$ cat config.mk
export PLATFORM = sky130hd
export DESIGN_NAME = inv_line_rx
export DESIGN_NICKNAME = d
export VERILOG_FILES = /design/src/rtl/inv_line_rx_pkg.sv /design/src/rtl/inv_line_rx_sync.sv /design/src/rtl/inv_line_rx.sv
export SDC_FILE = /design/constraint.sdc
export NUM_CORES = 1
export LEC_CHECK = 0
export ABC_AREA = 1
export CORE_MARGIN = 4
export CORE_UTILIZATION = 55
export DETAILED_ROUTE_END_ITERATION = 10
export GPL_ROUTABILITY_DRIVEN = 0
export PLACE_DENSITY = 0.8
export SETUP_SLACK_MARGIN = 0.2
export SYNTH_ARGS = -nofsm -noshare
export SYNTH_HDL_FRONTEND = slang
export SYNTH_SLANG_ARGS = --single-unit
$ cat constraint.sdc
create_clock -name clk -period 3.1 [get_ports clk]
set_clock_uncertainty 0.2 [all_clocks]
set_input_delay 0.62 -clock clk [delete_from_list [all_inputs] [get_ports clk]]
set_output_delay 0.62 -clock clk [all_outputs]
set_load 0.01 [all_outputs]
$ cat src/rtl/inv_line_rx_pkg.sv
// Shared types and helpers for the inverted-line serial receiver.
package inv_line_rx_pkg;

  typedef enum logic [2:0] {
    ARM,
    IDLE,
    START,
    DATA,
    PARITY,
    STOP
  } state_t;

  // Majority samples are taken at centre-MAJ_LEAD, centre, centre+MAJ_LAG
  localparam int unsigned MAJ_LEAD = 1;
  localparam int unsigned MAJ_LAG  = 1;

  function automatic logic maj3(input logic a, input logic b, input logic c);
    return (a & b) | (a & c) | (b & c);
  endfunction

endpackage

$ cat src/rtl/inv_line_rx_sync.sv
// Input synchronizer for the asynchronous line, followed by optional
// re-inversion so the output is the logical line (idle = 1).
module inv_line_rx_sync #(
  parameter int unsigned SYNC_STAGES = 2,
  parameter int unsigned LINE_INV    = 1
) (
  input  logic clk,
  input  logic rst,
  input  logic line_i,
  output logic rx
);

  localparam logic INV      = (LINE_INV != 0);
  // Raw line level that corresponds to a logical idle of 1
  localparam logic RAW_IDLE = ~INV;

  logic [SYNC_STAGES-1:0] sync_q;

  // Shift the raw line through the synchronizer chain
  always_ff @(posedge clk or posedge rst) begin
    if (rst) sync_q <= {SYNC_STAGES{RAW_IDLE}};
    else     sync_q <= {sync_q[SYNC_STAGES-2:0], line_i};
  end

  assign rx = sync_q[SYNC_STAGES-1] ^ INV;

endmodule

$ cat src/rtl/inv_line_rx.sv
// Oversampling 8N1-style receiver for an inverted NRZ line.
// Optional even parity bit enabled by defining INV_LINE_RX_PARITY_EN.
import inv_line_rx_pkg::*;

module inv_line_rx #(
  parameter int unsigned OVERSAMPLE  = 16,
  parameter int unsigned DATA_W      = 8,
  parameter int unsigned SYNC_STAGES = 2,
  parameter int unsigned LINE_INV    = 1
) (
  input  logic              clk,
  input  logic              rst,
  input  logic              line_i,
  output logic [DATA_W-1:0] data_o,
  output logic              valid_o,
  input  logic              ready_i,
  output logic              busy_o,
  output logic              frame_err_o,
  output logic              overrun_o,
  output logic              parity_err_o
);

  localparam int unsigned PH_W = $clog2(OVERSAMPLE);
  localparam int unsigned BC_W = $clog2(DATA_W + 1);

  localparam logic [PH_W-1:0] PH_LAST = PH_W'(OVERSAMPLE - 1);
  localparam logic [PH_W-1:0] PH_S0   = PH_W'(OVERSAMPLE / 2 - MAJ_LEAD);
  localparam logic [PH_W-1:0] PH_S1   = PH_W'(OVERSAMPLE / 2);
  localparam logic [PH_W-1:0] PH_DEC  = PH_W'(OVERSAMPLE / 2 + MAJ_LAG);
  localparam logic [BC_W-1:0] BC_LAST = BC_W'(DATA_W);

  logic              rx;
  logic              rx_d;
  state_t            state;
  logic [PH_W-1:0]   phase;
  logic [BC_W-1:0]   bit_cnt;
  logic              samp0;
  logic              samp1;
  logic [DATA_W-1:0] shreg;
  logic              bit_dec;
  logic              at_dec;
  logic              at_wrap;
  logic              in_frame;
`ifdef INV_LINE_RX_PARITY_EN
  logic              par_bit;
  logic              parity_err_q;
`endif

  inv_line_rx_sync #(
    .SYNC_STAGES(SYNC_STAGES),
    .LINE_INV   (LINE_INV)
  ) u_sync (
    .clk   (clk),
    .rst   (rst),
    .line_i(line_i),
    .rx    (rx)
  );

  // Majority of the two stored samples and the live third sample
  always_comb begin
    bit_dec  = maj3(samp0, samp1, rx);
    at_dec   = (phase == PH_DEC);
    at_wrap  = (phase == PH_LAST);
    in_frame = (state == START) || (state == DATA) ||
               (state == PARITY) || (state == STOP);
  end

  // Receive FSM, bit timing, deframing and output handshake
  always_ff @(posedge clk or posedge rst) begin
    if (rst) begin
      state        <= ARM;
      rx_d         <= 1'b1;
      phase        <= '0;
      bit_cnt      <= '0;
      samp0        <= 1'b0;
      samp1        <= 1'b0;
      shreg        <= '0;
      data_o       <= '0;
      valid_o      <= 1'b0;
      busy_o       <= 1'b0;
      frame_err_o  <= 1'b0;
      overrun_o    <= 1'b0;
`ifdef INV_LINE_RX_PARITY_EN
      par_bit      <= 1'b0;
      parity_err_q <= 1'b0;
`endif
    end else begin
      rx_d        <= rx;
      frame_err_o <= 1'b0;
      overrun_o   <= 1'b0;
`ifdef INV_LINE_RX_PARITY_EN
      parity_err_q <= 1'b0;
`endif
      // Consumer handshake; a load in STOP below overrides this clear
      if (valid_o && ready_i) valid_o <= 1'b0;

      if (in_frame) begin
        phase <= at_wrap ? '0 : phase + 1'b1;
        if (phase == PH_S0) samp0 <= rx;
        if (phase == PH_S1) samp1 <= rx;
      end

      case (state)
        ARM: begin
          // phase counts consecutive idle cycles here
          if (!rx) begin
            phase <= '0;
          end else if (phase == PH_LAST) begin
            phase <= '0;
            state <= IDLE;
          end else begin
            phase <= phase + 1'b1;
          end
        end
        IDLE: begin
          if (!rx && rx_d) begin
            state  <= START;
            phase  <= '0;
            busy_o <= 1'b1;
          end
        end
        START: begin
          if (at_dec && bit_dec) begin
            state  <= IDLE;
            phase  <= '0;
            busy_o <= 1'b0;
          end else if (at_wrap) begin
            state   <= DATA;
            bit_cnt <= '0;
          end
        end
        DATA: begin
          if (at_dec) begin
            shreg   <= {bit_dec, shreg[DATA_W-1:1]};
            bit_cnt <= bit_cnt + 1'b1;
          end
          if (at_wrap && (bit_cnt == BC_LAST)) begin
`ifdef INV_LINE_RX_PARITY_EN
            state <= PARITY;
`else
            state <= STOP;
`endif
          end
        end
`ifdef INV_LINE_RX_PARITY_EN
        PARITY: begin
          if (at_dec)  par_bit <= bit_dec;
          if (at_wrap) state   <= STOP;
        end
`endif
        STOP: begin
          // Leave at the decision point so the next start edge is not missed
          if (at_dec) begin
            busy_o <= 1'b0;
            phase  <= '0;
`ifdef INV_LINE_RX_PARITY_EN
            parity_err_q <= (par_bit != ^shreg);
`endif
            if (!bit_dec) begin
              frame_err_o <= 1'b1;
              state       <= ARM;
            end else begin
              state <= IDLE;
              if (!valid_o || ready_i) begin
                data_o  <= shreg;
                valid_o <= 1'b1;
              end else begin
                overrun_o <= 1'b1;
              end
            end
          end
        end
        default: begin
          state  <= ARM;
          phase  <= '0;
          busy_o <= 1'b0;
        end
      endcase
    end
  end

`ifdef INV_LINE_RX_PARITY_EN
  assign parity_err_o = parity_err_q;
`else
  assign parity_err_o = 1'b0;
`endif

endmodule

==> results by group, run 1 <==
Layout
  • Layout cells sized above 1: 0.2033
  • Synth-to-layout area growth: 13.73%
  • Most common cell after layout, fill and taps aside: nand2_1
  • Ant. Diodes: 0
  • Number of nets in the layout: 249
  • Final Non-Filler Cells: 287
  • Commonest non-fill, non-tap cells in the layout: 46 x nand2_1, 35 x dfrtp_1, 32 x inv_1

Logic synthesis
  • Syn_area_per_cell: 8.906 um2
  • Post-synth top area share: 0.4470
  • Synthesized area: 0.001959 mm2
  • Synth unique cells: 28
  • Cell count after synthesis: 220
  • Largest cells by area after synthesis: dfrtp_1 45%, nand2_1 8.8%, inv_1 6.1%
  • Mapped Nets: 229
  • Seq/Total Area, Yosys: 0.4604
  • Yosys reg bits: 36
  • Synth area leader: dfrtp_1
  • Synth Warn #: 0

Placed design
  • Final HPWL DP: 2452 um
  • Dpl cells: 279
  • Pre-CTS setup slack: 1127 ps
  • Input/output buffers: 15

Die
  • Die ar.: 0.004581 mm2
  • FP Rows: 21
  • I/O pin total: 17
  • Initial Util: 0.5781
  • Die height: 67.69 um
  • Core area: 0.003390 mm2
  • Die width: 67.69 um

Global routing
  • Vias in the first global route: 1270
  • Tot GR Track Use: 0.1677
  • Initial antenna violation count: 0
  • Largest net degree at the start of global routing: 37
  • Grt ovf: 0
  • First-pass GRT wire length: 5671 um

Critical path
  • Critical path class: reg -> out
  • Worst R2R Setup Slack: 1290 ps
  • Largest stage delay on the critical path: 550 ps
  • CP Capture Type: output port
  • CP bufs+invs: 1
  • Critical-path top delay cell: clkdlybuf4s50_1
  • WP data required: 2280 ps
  • Top Family by Delay on Critical Path: buffers and inverters
  • Critical Path Source Type: flop
  • CP Cell Sequence: clkdlybuf4s50_1
  • Crit Path Max Fanout: 2
  • Data arrival time of the critical path: 1270 ps

Routing
  • WL final: 3307 um
  • Via/cell ratio: 4.993
  • # DRC: 0
  • Via count: 1433
  • Total iterations of the first detailed-routing run: 5
  • Antenna Violating Nets Remaining: 0
  • Routed wire per std cell: 11.52 um
  • First DRT Iteration DRCs: 50

Clock tree
  • Root Buffer: clkbuf_4
  • Setup bufs post-CTS: 0
  • Clock buffer count from CTS: 5
  • Clock-pin slew on the worst setup and hold paths: 120 ps
  • Post-CTS Hold Fix Bufs: 0
  • TritonCTS Sinks: 36
  • Post-CTS sizing: 0
  • Worst-Skew Late Latency: 350 ps
  • H-Tree Depth: 2
  • CTS tree: yes
  • Deepest clock path buffer count: 2

Pwr
  • Static leakage: 1.030 nW
  • VDD IR max: 409.0 uV
  • PwrDens: 659.3 mW/mm2

Min path
  • Hold Path Class: reg -> reg

Timing
  • Final Hold Viols: 0
  • Period minus WS final: 2091 ps
  • RSZ-0062 raised after global routing: no
  • Final setup violating endpoints: 0
  • Hold WS: 157.1 ps
  • Final Cycle Share: 0.6744
  • Final worst slack: 1009 ps
  • Fmax: 478.3 MHz
  • Fin. max-slew vios: 0
  • Setup tns final: 0 ps

Run
  • Max_cap viols: 0

Outcome
  • Status: completed
[logic make-up (layout without fill, tap and decap cells)]
family                   after synthesis  count (layout)  share of synthesized area
other                                  1               1                   0.001914
buffers and inverters                 41              62                    0.08876
adder cells (fa/ha/maj)                5               5                    0.03193
flip-flops                            36              36                     0.4604
AO/OA/AOI/OAI                         39              39                     0.1341
AND/OR/NAND/NOR                       96              96                     0.2739
XOR/XNOR                               2               2                   0.008942
[metrics by stage]
stage / util / power [W] / cell area [um2]
final: 0.6574 / 0.001469 / 2228
after global routing: 0.6574 / 0.001585 / 2228
after CTS: 0.6574 / 0.001487 / 2228
after detailed placement: 0.6338 / 0.001148 / 2148
after global placement: 0.6338 / 0.001133 / 2148
after floorplan: - / 0.001039 / 1959
[layer usage]
layer,vias up,global-route usage,part of all wire
met5,-,0,0
met4,0,0.06835,0.020
met3,8,0.05491,0.056
met2,37,0.2479,0.45
met1,650,0.2258,0.47
li1,738,-,-
[where the power goes]
group | internal [W] | leakage (nW) | switching, W | total [W]
Sequential | 0.000514 | 0.489 | 0.0000659 | 0.000580
Clock | 0.000168 | 0.0412 | 0.000165 | 0.000333
Combinational | 0.000201 | 0.500 | 0.000355 | 0.000556
Total | 0.000884 | 1.03 | 0.000585 | 0.00147
[Yosys cell counts, drive strengths merged]
master,count
dfrtp,35
dfstp,1
nor2,22
nand2,49
inv,37
nand3,16
conb,1
nand4,7
xor2,2
a21oi,2
buf,3
clkinv,1
ha,5
nor3,1
or2,1
o21ai,37
[final cells by class]
cell class / instances / area [um2]
well taps: 46 / 57.56
repair buffers: 16 / 157.7
multi-input cells: 143 / 883.3
fillers: 260 / 1161
flip-flops and latches: 36 / 902.1
clock inverters: 3 / 42.54
clock buffers: 5 / 37.54
inverters: 38 / 147.6
[worst reg2reg max path, delay by kind of cell, from the launching register on]
family | cells | cell delay, ps
AO/OA/AOI/OAI | 1 | 70
adder cells (fa/ha/maj) | 1 | 210
buffers and inverters | 2 | 180
flip-flops | 1 | 430
AND/OR/NAND/NOR | 5 | 640
[state kept, by name, indices dropped and copies added, names as in the netlist]
signal,cells
shreg,8
samp1,1
phase,4
state,3
bit_cnt,4
data_o,8
frame_err_o,1
valid_o,1
overrun_o,1
busy_o,1
u_sync.sync_q,2
samp0,1
rx_d,1
[final timing paths]
| kind | start | endpoint | cells after the start |
|---|---|---|---|
| setup / recovery | data_o[6] | data_o[6] | 1 |
| hold / removal | u_sync.sync_q[0] | u_sync.sync_q[1] | 0 |
| setup reg to reg | phase[1] | phase[0] | 9 |
| hold reg to reg | u_sync.sync_q[0] | u_sync.sync_q[1] | 0 |
| max in group asynchronous | rst | rx_d | 3 |
| min in group asynchronous | rst | bit_cnt[2] | 3 |
Note: power is estimated with default switching activity, not from simulation.
==> run 2, diff against run 1 <==
Settings changed: CORE_UTILIZATION 55 to 51, PLACE_DENSITY 0.8 to 0.79.
Clock period 3.1 ns to 1.82 ns, I/O delays scaled along.
==> run 2 against run 1 <==
Effect of this change: core utilization increased by 0.33 points; sequential power increased by 69%; design area increased by 9.4%; critical path depth increased by 6; clock power increased by 110%; register-to-register slack got worse by 1100 ps; final cell count increased by 4.9%; combinational power increased by 110%; non-clock buffer count increased by 11; hold slack got worse by 0.79 ps.
==> results by group, run 2 (synthesized netlist as in run 1, its figures left out) <==
Critical path
  • Reg-to-reg endpoint: phase[2]
  • Reg2Reg Launch Point: phase[0]
  • Critical Path Source Type: flop
  • Data arrival time of the critical path: 1700 ps (+430 ps)
  • Worst R2R Setup Slack: 140 ps (-1150 ps)
  • R2R depth: 7 (-2)
  • Crit Path Max Fanout: 3 (+1)
  • CP Capture Type: flop
  • WP data required: 1840 ps (-440 ps)
  • Critical path class: reg -> reg

Global routing
  • Vias in the first global route: 1481 (+17%)
  • Largest net degree at the start of global routing: 37 (unchanged)
  • Initial antenna violation count: 0 (unchanged)
  • First-pass GRT wire length: 6920 um (+22%)
  • Grt ovf: 0 (unchanged)
  • Tot GR Track Use: 0.1780 (+0.01026)

Layout
  • Most common cell after layout, fill and taps aside: nand2_1
  • Final Instance Area: 0.002437 mm2 (+9.4%)
  • Number of nets in the layout: 261 (+4.8%)
  • Ant. Diodes: 0 (unchanged)
  • Synth-to-layout area growth: 24.39%
  • Largest registers: data_o (8), shreg (8)
  • Seq. cell area: 907.1 um2 (+0.55%)
  • Layout cells sized above 1: 0.3123 (+0.1089)
  • Fillcell total: 308 (+18%)
  • Footprint of the multi-input gates: 950.9 um2 (+7.6%)
  • Post-Route Utilization: 0.6608 (+0.003349)
  • Commonest non-fill, non-tap cells in the layout: 41 x nand2_1, 31 x dfrtp_1, 30 x inv_1

Timing
  • RSZ-0062 raised after global routing: yes
  • Hold WS: 156.3 ps (-0.7900 ps)
  • Fmax: 596.1 MHz
  • Period minus WS final: 1678 ps
  • Fin. max-slew vios: 0 (unchanged)
  • Setup tns final: 0 ps (unchanged)
  • Final Hold Viols: 0 (unchanged)
  • Final Cycle Share: 0.9218
  • Final setup violating endpoints: 0 (unchanged)

Die
  • Initial Util: 0.5312 (-0.04687)
  • Die width: 69.99 um (+3.4%)
  • Die height: 69.99 um (+3.4%)
  • FP Rows: 22 (+4.8%)
  • Die ar.: 0.004898 mm2 (+6.9%)
  • Core area: 0.003689 mm2 (+8.8%)
  • I/O pin total: 17 (unchanged)

Pwr
  • Total power: 0.002840 W (+93%)
  • Static leakage: 1.160 nW (+13%)
  • PwrDens: 1165 mW/mm2 (+77%)
  • VDD IR max: 770.1 uV (+88%)

Placed design
  • Final HPWL DP: 2726 um (+11%)
  • Input/output buffers: 15 (unchanged)
  • Placed Area: 0.002216 mm2 (+3.1%)

Clock tree
  • CTS tree: yes
  • H-Tree Depth: 2 (unchanged)
  • Post-CTS Hold Fix Bufs: 0 (unchanged)
  • TritonCTS Sinks: 36 (unchanged)
  • Clock buffer count from CTS: 5 (unchanged)
  • Worst-Skew Late Latency: 300 ps (-50 ps)
  • Clock-pin slew on the worst setup and hold paths: 70 ps (-50 ps)
  • Root Buffer: clkbuf_8
  • Deepest clock path buffer count: 2 (unchanged)

Outcome
  • Status: completed

Routing
  • Routed wire per std cell: 13.42 um (+16%)
  • Antenna Violating Nets Remaining: 0 (unchanged)
  • # DRC: 0 (unchanged)
  • Via/cell ratio: 5.196 (+4.1%)
  • Via count: 1564 (+9.1%)
  • First DRT Iteration DRCs: 128 (+160%)
  • WL final: 4038 um (+22%)
  • Total iterations of the first detailed-routing run: 6 (+1)

Min path
  • Hold Path Class: reg -> reg
  • Min-Delay Endpoint: u_sync.sync_q[1]
  • Hold depth: 0 (unchanged)
  • Hold path startpoint: u_sync.sync_q[0]

Run
  • Max_cap viols: 0 (unchanged)
run 2: cell count changes in the layout (fill, tap and decap cells not counted), sizes merged:
cell           change
nand3              +1
dlygate4sd2       +12
buf               +11
clkdlybuf4s50     -12
run 2: final cells by class:
| cell class | instances | share of cell area |
|---|---|---|
| Sequential cell | 36 | 0.3722 |
| Clock buffer | 5 | 0.02823 |
| Inverter | 38 | 0.06160 |
| Tap cell | 48 | 0.02464 |
| Clock inverter | 3 | 0.01745 |
| Timing Repair Buffer | 27 | 0.1057 |
| Multi-Input combinational cell | 144 | 0.3901 |
run 2: worst max path at each step:
stage	from	endpoint	slack (ps)
after global routing	phase[0]	phase[2]	60
after floorplan	phase[1]	phase[1]	200
final	phase[0]	phase[2]	140
after detailed placement	phase[1]	data_o[2]	80
after CTS	phase[1]	phase[0]	160
after global placement	ready_i	data_o[0]	110
run 2: through the flow:
step,cells,setup WS [ps]
global route,301,59.43
global placement,286,111.1
detailed placement,286,79.75
finish,301,142.4
floorplan,220,204.6
CTS,299,155.1
run 2: metal layers:
| layer | routed length, um | vias up | part of all wire | GRT usage |
|---|---|---|---|---|
| met5 | 0 | - | 0 | 0 |
| met4 | 37 | 0 | 0.0092 | 0.05319 |
| met3 | 232 | 4 | 0.057 | 0.04892 |
| met2 | 1936 | 40 | 0.48 | 0.2896 |
| met1 | 1831 | 751 | 0.45 | 0.2312 |
| li1 | - | 769 | - | - |
run 2: repair_timing:
action | in CTS | in global routing
resized for setup | 23 | 11
cloned | 1 | 0
pin swaps | 5 | 2
endpoints found under the setup margin | 37 | 27
hold endpoints to repair | 0 | 0
setup buffers | 4 | 2
run 2: report_power, final:
group          switching [W]  internal [W]  leakage, nW  total (W)
clock               0.000296      0.000405       0.0541   0.000701
combinational       0.000719      0.000441        0.623    0.00116
sequential         0.0000952      0.000884        0.483   0.000979
run 2: critical path, cell delays in order, from the launching register on:
cell and delay [ps]:
dfrtp_2 440, ha_2 220, nand2_2 90, inv_1 60
or2_2 290, nand2_1 70, o21ai_0 110, o21ai_2 140
==> run 3, diff against run 2 <==
Settings changed: SLEW_MARGIN set to 20.
==> results of run 3 <==
No change in the layout: final DEF, timing and power equal those of run 2.
